## src/rtl/elgamal_pkg.sv

```systemverilog
// Shared types and constants for the ElGamal modular-exponentiation datapath.
package elgamal_pkg;

    localparam int SIZE_DEFAULT = 64;
    localparam logic [SIZE_DEFAULT-1:0] ONE = {{(SIZE_DEFAULT-1){1'b0}}, 1'b1};

    typedef enum logic [2:0] {
        IDLE,
        MUL_REQ,
        MUL_WAIT,
        SQR_REQ,
        SQR_WAIT,
        DONE
    } state_t;

endpackage

```

## src/rtl/stream_req_channel.sv

```systemverilog
// One valid/ready request channel: a load strobe captures data and raises valid,
// valid holds until the handshake, and a done flag records completion.
module stream_req_channel #(
    parameter int W = 64
) (
    input  logic         clk,
    input  logic         rst,
    input  logic         i_load,
    input  logic [W-1:0] i_load_data,
    input  logic         i_tready,
    output logic [W-1:0] o_tdata,
    output logic         o_tvalid,
    output logic         o_done
);

    logic [W-1:0] r_tdata;
    logic         r_tvalid;
    logic         r_done;

    always_ff @(posedge clk or negedge rst) begin
        if (!rst) begin
            r_tdata  <= '0;
            r_tvalid <= 1'b0;
            r_done   <= 1'b0;
        end else if (i_load) begin
            r_tdata  <= i_load_data;
            r_tvalid <= 1'b1;
            r_done   <= 1'b0;
        end else if (r_tvalid && i_tready) begin
            r_tvalid <= 1'b0;
            r_done   <= 1'b1;
        end
    end

    assign o_tdata  = r_tdata;
    assign o_tvalid = r_tvalid;
    assign o_done   = r_done;

endmodule

```

## src/rtl/modexp_sequencer.sv

```systemverilog
// Square-and-multiply sequencer driving an external modular multiplier stream.
// Define MODEXP_EARLY_EXIT_EN to skip multiplies on zero exponent bits and stop once e==0.
module modexp_sequencer
    import elgamal_pkg::*;
#(
    parameter int SIZE = SIZE_DEFAULT
) (
    input  logic              clk,
    input  logic              rst,
    input  logic [SIZE-1:0]   in_base_tdata,
    input  logic [SIZE-1:0]   in_exponent_tdata,
    input  logic [SIZE-1:0]   in_modulus_tdata,
    input  logic              in_tvalid,
    output logic              in_tready,
    output logic [SIZE-1:0]   mul_multiplier_tdata,
    output logic              mul_multiplier_tvalid,
    input  logic              mul_multiplier_tready,
    output logic [SIZE-1:0]   mul_multiplicand_tdata,
    output logic              mul_multiplicand_tvalid,
    input  logic              mul_multiplicand_tready,
    output logic [2*SIZE-1:0] mul_modulus_tdata,
    output logic              mul_modulus_tvalid,
    input  logic              mul_modulus_tready,
    input  logic [2*SIZE-1:0] mul_product_tdata,
    input  logic              mul_product_tvalid,
    output logic              mul_product_tready,
    output logic [SIZE-1:0]   out_tdata,
    output logic              out_tvalid,
    input  logic              out_tready
);

    localparam int IW = $clog2(SIZE + 1);
    localparam logic [SIZE-1:0] R_ONE = SIZE'(ONE);

    state_t          r_state, w_state_nxt;
    logic [SIZE-1:0] r_b, r_e, r_m, r_r;
    logic [SIZE-1:0] w_b_nxt, w_e_nxt, w_m_nxt, w_r_nxt;
    logic [IW-1:0]   r_i, w_i_nxt;

    logic            w_load, w_all_done;
    logic            w_mpl_done, w_mcd_done, w_mod_done;
    logic [SIZE-1:0] w_mpl_data, w_prod_lo;
    logic            w_unused_prod_hi;

    assign w_prod_lo        = mul_product_tdata[SIZE-1:0];
    assign w_unused_prod_hi = ^mul_product_tdata[2*SIZE-1:SIZE];
    assign w_all_done       = w_mpl_done & w_mcd_done & w_mod_done;

    always_comb begin
        w_state_nxt = r_state;
        w_b_nxt     = r_b;
        w_e_nxt     = r_e;
        w_m_nxt     = r_m;
        w_r_nxt     = r_r;
        w_i_nxt     = r_i;
        case (r_state)
            IDLE: begin
                if (in_tvalid) begin
                    w_b_nxt = in_base_tdata;
                    w_e_nxt = in_exponent_tdata;
                    w_m_nxt = in_modulus_tdata;
                    w_r_nxt = R_ONE;
                    w_i_nxt = '0;
                    if (in_modulus_tdata <= R_ONE) begin
                        w_r_nxt     = '0;
                        w_state_nxt = DONE;
                    end else begin
`ifdef MODEXP_EARLY_EXIT_EN
                        w_state_nxt = in_exponent_tdata[0] ? MUL_REQ : SQR_REQ;
`else
                        w_state_nxt = MUL_REQ;
`endif
                    end
                end
            end
            MUL_REQ: if (w_all_done) w_state_nxt = MUL_WAIT;
            MUL_WAIT: begin
                if (mul_product_tvalid) begin
                    // Constant-time path: the product is always requested, only kept on a set bit
                    if (r_e[0]) w_r_nxt = w_prod_lo;
                    w_state_nxt = SQR_REQ;
                end
            end
            SQR_REQ: if (w_all_done) w_state_nxt = SQR_WAIT;
            SQR_WAIT: begin
                if (mul_product_tvalid) begin
                    w_b_nxt = w_prod_lo;
                    w_e_nxt = r_e >> 1;
                    w_i_nxt = r_i + 1'b1;
                    if (w_i_nxt == IW'(SIZE))
                        w_state_nxt = DONE;
`ifdef MODEXP_EARLY_EXIT_EN
                    else if (w_e_nxt == '0)
                        w_state_nxt = DONE;
                    else if (!w_e_nxt[0])
                        w_state_nxt = SQR_REQ;
`endif
                    else
                        w_state_nxt = MUL_REQ;
                end
            end
            DONE: if (out_tready) w_state_nxt = IDLE;
            default: w_state_nxt = IDLE;
        endcase
    end

    // Requests are loaded on entry to a REQ state so all three valids rise together
    assign w_load = ((w_state_nxt == MUL_REQ) || (w_state_nxt == SQR_REQ)) &&
                    (w_state_nxt != r_state);
    assign w_mpl_data = (w_state_nxt == SQR_REQ) ? w_b_nxt : w_r_nxt;

    always_ff @(posedge clk or negedge rst) begin
        if (!rst) begin
            r_state <= IDLE;
            r_b     <= '0;
            r_e     <= '0;
            r_m     <= '0;
            r_r     <= '0;
            r_i     <= '0;
        end else begin
            r_state <= w_state_nxt;
            r_b     <= w_b_nxt;
            r_e     <= w_e_nxt;
            r_m     <= w_m_nxt;
            r_r     <= w_r_nxt;
            r_i     <= w_i_nxt;
        end
    end

    stream_req_channel #(.W(SIZE)) u_mpl (
        .clk(clk), .rst(rst), .i_load(w_load), .i_load_data(w_mpl_data),
        .i_tready(mul_multiplier_tready), .o_tdata(mul_multiplier_tdata),
        .o_tvalid(mul_multiplier_tvalid), .o_done(w_mpl_done)
    );

    stream_req_channel #(.W(SIZE)) u_mcd (
        .clk(clk), .rst(rst), .i_load(w_load), .i_load_data(w_b_nxt),
        .i_tready(mul_multiplicand_tready), .o_tdata(mul_multiplicand_tdata),
        .o_tvalid(mul_multiplicand_tvalid), .o_done(w_mcd_done)
    );

    stream_req_channel #(.W(2*SIZE)) u_mod (
        .clk(clk), .rst(rst), .i_load(w_load), .i_load_data({{SIZE{1'b0}}, w_m_nxt}),
        .i_tready(mul_modulus_tready), .o_tdata(mul_modulus_tdata),
        .o_tvalid(mul_modulus_tvalid), .o_done(w_mod_done)
    );

    assign in_tready          = (r_state == IDLE);
    assign mul_product_tready = (r_state == MUL_WAIT) || (r_state == SQR_WAIT);
    assign out_tvalid         = (r_state == DONE);
    assign out_tdata          = r_r;

endmodule
```

## config.mk

```make
export PLATFORM = sky130hd
export DESIGN_NAME = modexp_sequencer
export DESIGN_NICKNAME = d
export VERILOG_FILES = /design/src/rtl/elgamal_pkg.sv /design/src/rtl/stream_req_channel.sv /design/src/rtl/modexp_sequencer.sv
export SDC_FILE = /design/constraint.sdc
export NUM_CORES = 1
export LEC_CHECK = 0
export CAP_MARGIN = 20
export CELL_PAD_IN_SITES_DETAIL_PLACEMENT = 2
export CELL_PAD_IN_SITES_GLOBAL_PLACEMENT = 2
export CORE_ASPECT_RATIO = 1.5
export CORE_MARGIN = 3
export CORE_UTILIZATION = 25
export DETAILED_ROUTE_END_ITERATION = 10
export GPL_TIMING_DRIVEN = 0
export HOLD_SLACK_MARGIN = 0.08
export PLACE_DENSITY = 0.69
export SETUP_SLACK_MARGIN = 0.05
export SLEW_MARGIN = 0
export SYNTH_ARGS = -nofsm -noshare
export SYNTH_HDL_FRONTEND = slang
export SYNTH_SLANG_ARGS = --single-unit
```

## constraint.sdc

```tcl
create_clock -name clk -period 2.2 [get_ports clk]
set_input_delay 0.44 -clock clk [delete_from_list [all_inputs] [get_ports clk]]
set_output_delay 0.44 -clock clk [all_outputs]
set_load 0.1 [all_outputs]
```

### Word-level counts from Yosys, hierarchy flattened

Index checks and enable logic that the tools add are counted.

* register bits: 464
* word-level logic and storage cells: 80

* add/sub/neg operators: 1
* $lt $le $gt $ge: 1
* eq/ne operators: 11
* muxes and demuxes: 38
* bitwise gates (word level): 2
* reductions and logical operators: 12

Operator list (number)
* 64-bit two-way mux: 10
* 64-bit one-hot mux with 2 select lines: 3
* 64-bit by 1-bit less-or-equal comparator with 1-bit output (second input constant): 1
* 3-bit two-way mux: 8
* 3-bit one-hot mux with 6 select lines: 1
* 7-bit two-way mux: 2
* 7-bit one-hot mux with 2 select lines: 1
* 1-bit two-way mux: 13
* 3-bit by 2-bit == test with 1-bit output (second input constant): 3
* 2-bit nonzero test: 4
* 7-bit by 1-bit adder with 7-bit output (second input constant): 1
* 7-bit == test (second input constant): 1
* 3-bit by 1-bit == test with 1-bit output (second input constant): 2
* 3-bit == test (second input constant): 2
* 1-bit logical AND: 4
* 2-bit inequality test (second input constant): 2
* 3-bit logical NOT: 1
* 3-bit inequality test: 1
* 3-bit AND reduction: 1
* 1-bit AND: 2
* 1-bit logical OR: 2

### Longest topological paths before layout

* depth after elaboration: 9
* mapped depth: 9
* depth with buffers taken out: 7

### Modules after synthesis

From an unflattened synthesis, not the netlist that was laid out.

* cells, all modules: 1778
* area, all modules: 21914.8 µm²

By module, submodules not included
* modexp_sequencer: times used 1, cells each 1220, area each 11862.6 µm²
* stream_req_channel at u_mcd ...: times used 2, cells each 141, area each 2601.2 µm²
* stream_req_channel at u_mod: times used 1, cells each 276, area each 4849.7 µm²

### Worst setup path after synthesis

No wires, ideal clock.

* path type: register to output
* start: register r_state[2]
* end: output port in_tready
* arrival time: 2.709 ns
* data required time: 1.760 ns
* slack: -0.949 ns
* cell stages (with the launch flop): 3
* buffers on the path: 1
* cell sequence: dfrtp_1 buf_2 nor3_1

* word-level cells in the longest chain between the ends: 1

RTL lines
* start, declared: RTL line modexp_sequencer.sv:35 `state_t r_state, w_state_nxt;`
* start signal, assigned: RTL line modexp_sequencer.sv:121 `r_state <= w_state_nxt;`
* 3-bit logical NOT: RTL line modexp_sequencer.sv:148 `assign in_tready = (r_state == IDLE);`
* end, declared: RTL line modexp_sequencer.sv:14 `output logic in_tready,`

Every way passes these cells.

### Worst setup path in the final report

* start: register r_i[0]
* end: register u_mcd.r_tdata[6], in the netlist u_mcd.o_tdata[6]

* word-level cells in the longest chain between the ends: 8
* elaborated cells on any way between the ends: 10
* classes of those cells: add/sub: 1; eq/ne: 4; mux: 3; reduce/logical: 2

RTL lines
* start, declared: RTL line modexp_sequencer.sv:38 `logic [IW-1:0] r_i, w_i_nxt;`
* start signal, assigned: RTL line modexp_sequencer.sv:126 `r_i <= w_i_nxt;`
* 7-bit by 1-bit adder with 7-bit output (*): RTL line modexp_sequencer.sv:89 `w_i_nxt = r_i + 1'b1;`
* 7-bit == test (*): RTL line modexp_sequencer.sv:90 `if (w_i_nxt == IW'(SIZE))`
* 3-bit two-way mux (*): RTL line modexp_sequencer.sv:90
* 3-bit two-way mux (*): RTL line modexp_sequencer.sv:86 `if (mul_product_tvalid) begin`
* 3-bit one-hot mux with 6 select lines (*): RTL line modexp_sequencer.sv:56 `case (r_state)`
* 3-bit by 1-bit == test with 1-bit output or 3-bit by 2-bit == test with 1-bit output (tied branches): RTL line modexp_sequencer.sv:108 `assign w_load = ((w_state_nxt == MUL_REQ) || (w_state_nxt == SQR_REQ)) &&`
* 1-bit logical OR: RTL line modexp_sequencer.sv:108
* 1-bit logical AND (*): RTL line modexp_sequencer.sv:108
* end signal, assigned: RTL line stream_req_channel.sv:26 `r_tdata <= i_load_data;`
* end, declared: RTL line stream_req_channel.sv:16 `logic [W-1:0] r_tdata;`

Mark *: on every way between the ends. The rest lies on a longest branch, timed or not.
A chain may end at the register's enable or synchronous reset.

==> summary.txt <==
Drt
  • 1st-iter DRT viols: 659
  • Final wirelength: 87600 um
  • Via count: 15760
  • Initial DRT Pass Iterations: 4
  • Post-route ant nets: 0
  • Drt drc: 0
  • Vias/cell: 4.632
  • Wire length per cell: 25.74 um

Setup path
  • CP endpoint kind: flip-flop
  • Worst Path Required: 2.67 ns
  • Crit Path Class: reg2reg
  • FF-to-FF End: u_mcd.o_tdata[6]
  • Worst r2r src: r_i[0]
  • Startpoint Class: flip-flop
  • Reg2Reg Depth: 10
  • Largest fanout on the critical path: 6
  • Worst Path Arrival: 2.97 ns
  • Register-to-register setup slack: -0.30 ns

Placement
  • Cell count after placement: 3266
  • DPL Wire Length: 63140 um
  • PortBufs: 525
  • Post-Place Worst Slack: -2.198 ns
  • Gpl congestion: 0.8196

Run
  • Max Cap Viol: 0

Cells and area
  • Nets: 2656
  • Final Util: 36.42%
  • Final cell count without fillers: 3403
  • Most common cell after layout, fill and taps aside: dfrtp_1
  • Layout cell share with drive strength beyond 1: 35.99%
  • P&R area growth vs syn: 44.12%
  • Commonest non-fill, non-tap cells in the layout: dfrtp_1, nand2_1, clkbuf_2, clkdlybuf4s50_1, mux2_4

Timing
  • Final slew viol count: 0
  • Final period util: 113.5%
  • RSZ-0062 raised after global routing: true
  • Max frequency: 400.4 MHz
  • Slew @ Worst Pin: 0.6615 ns
  • Setup WS post-layout: -0.2972 ns
  • Clk_skew: 0.01424 ns
  • Hold Vio Cnt, Final: 0
  • Setup Viol. Count Final: 196
  • Worst rel slew slack: 56.10%
  • Final min period: 2.497 ns

Clocking
  • Max clock buf depth: 3
  • Clock sink total: 464
  • Clock latency on the worst-skew pair: 0.59 ns
  • CTS clk-pin slew, worst paths: 0.06 ns
  • CTS Root Cell: clkbuf_16
  • Num CTS Buffers: 48
  • Number of H-tree levels: 2
  • CTS tree: yes

Power
  • Pwr Total: 52340 uW
  • Leakage power: 0.01452 uW
  • VDD IR max: 849.9 uV
  • Pwr dens: 1791 mW/mm^2

Synth
  • Avg Inst Size Synth: 12.38 um^2
  • Sequential element share of the synthesized area: 57.26%
  • Syn Inst Count: 1638
  • Post-synth EDFFs: 0
  • Yosys warning count: 0
  • Library cells used by synthesis: 44
  • Top_reg_cell synth: dfrtp_1
  • Flops & latches, synth: 464
  • Mapped Area: 0.02028 mm^2
  • FFs w/ async S/R, synth: 100.0%

Min path
  • End of the worst hold path: r_m[23]
  • Hold_sp: in_modulus_tdata[23]
  • Hold path depth: 3
  • Hold crit path type: in2reg

Floorplanning
  • Initial core utilization: 25.27%
  • Core area: 0.08025 mm^2
  • Die area: 0.08464 mm^2
  • DIE WIDTH: 238.5 um
  • Die height: 354.8 um
  • IO Count: 654
  • Row Count: 127

Outcome
  • Failing checks: setup timing
  • Status: complete, but fails checks

Global routing
  • Vias in the first global route: 18370
  • Initial antenna violation count: 14
  • Total global-route track usage: 20.04%
  • First-pass GRT wire length: 126200 um
  • Pin count of the biggest net entering global routing: 114
  • GRT overflow: 0
flip-flops by register name, summed over array words and instances (netlist names), 3 cells and up:
name / flops
r_m: 64
u_mod.o_tdata: 64
r_state: 3
r_b: 64
u_mcd.o_tdata: 64
out_tdata: 64
u_mpl.o_tdata: 64
r_e: 64
r_i: 7
routing by layer:
layer | vias to the layer above | GRT usage (%) | wire length (um)
li1 | 6966 | - | -
met1 | 8147 | 22.59 | 33530
met2 | 515 | 36.69 | 45260
met3 | 128 | 5.504 | 6104
met4 | 8 | 5.894 | 2652
met5 | - | 0 | 55
area by class of cell:
cell class,count,area [um^2]
inverter,4,15.01
sequential,464,11620
tap,1032,1291
clock buffer,74,1460
multi-input combinational,1068,8105
timing repair buffer,580,5141
fill,8344,51020
buffer,160,1475
antenna,9,22.52
clock inverter,12,96.34
cells by family (layout without fill, tap and decap cells):
logic type | count (synthesis) | count (layout) | share of synthesized area [%]
fa+ha+maj | 2 | 2 | 0.1234
other cells | 1 | 73 | 0.01849
mux | 320 | 320 | 19.97
buf+inv | 169 | 830 | 5.510
compound gates | 228 | 228 | 7.855
simple gates | 451 | 451 | 9.138
xor+xnor | 3 | 3 | 0.1296
flops | 464 | 464 | 57.26
critical path, cell delays in order (launching register included):
cell	delay [ns]
dfrtp_2	0.45
ha_4	0.20
and2_4	0.17
a21oi_4	0.16
o32ai_4	0.12
a32oi_4	0.29
nand3_4	0.15
buf_12	0.18
clkbuf_16	0.19
buf_16	0.16
mux2_4	0.29
cell usage after synthesis, drive strengths merged, types with 3 or more instances:
master  instances  area [um^2]
dfrtp         464        11610
nand2         391         1468
mux2          256         3408
buf           120        933.4
o21ai          84        420.4
mux2i          64        640.6
a22o           63        551.8
a22oi          60        450.4
clkbuf         45        168.9
nor4           16        100.1
nor2           11        41.29
nand4           7        43.79
a21oi           6        30.03
a32oi           6        71.32
nand3           5        37.54
a31oi           4        25.02
inv             4        15.01
and2            3        18.77
nand2b          3        18.77
nor2b           3        18.77
nor3            3        20.02
where the power goes:
part           internal [uW]  switching [uW]  total [uW]
registers              12100            2000       14100
clock network           4680            3600        8270
logic                   7950           22000       29900
total                  24800           27600       52300
timing repair:
item                                    4_1_cts  5_1_grt
pin swaps                                    12       12
hold buffers                                  1        0
endpoints found under the setup margin      721      500
buffers inserted                             22       12
hold endpoints to repair                     47        0
gates resized for setup                     524      531
gates cloned                                 12        9
metrics by stage:
| step | setup TNS, ns | hold WS [ns] | cell area [um^2] |
|---|---|---|---|
| 6_report | -42.27 | 0.1775 | 29220 |
| 5_1_grt | -55.71 | 0.1794 | 29220 |
| 4_1_cts | -73.85 | 0.1945 | 29760 |
| 3_5_place_dp | -665.54 | 0.4034 | 27390 |
| 3_3_place_gp | - | 0.4512 | 27220 |
| 2_1_floorplan | -0.09953 | 0.1444 | 20670 |
how the worst max path moves through the flow:
stage | startpoint | endpoint
after floorplan | r_state[2] | in_tready
after global placement | rst | r_i[0]
after detailed placement | in_modulus_tdata[23] | u_mpl.o_tdata[61]
after CTS | r_i[0] | u_mpl.o_tdata[12]
after global routing | r_i[0] | u_mcd.o_tdata[2]
final | r_i[0] | u_mcd.o_tdata[6]
No activity file was read; power rests on OpenSTA's default activity.
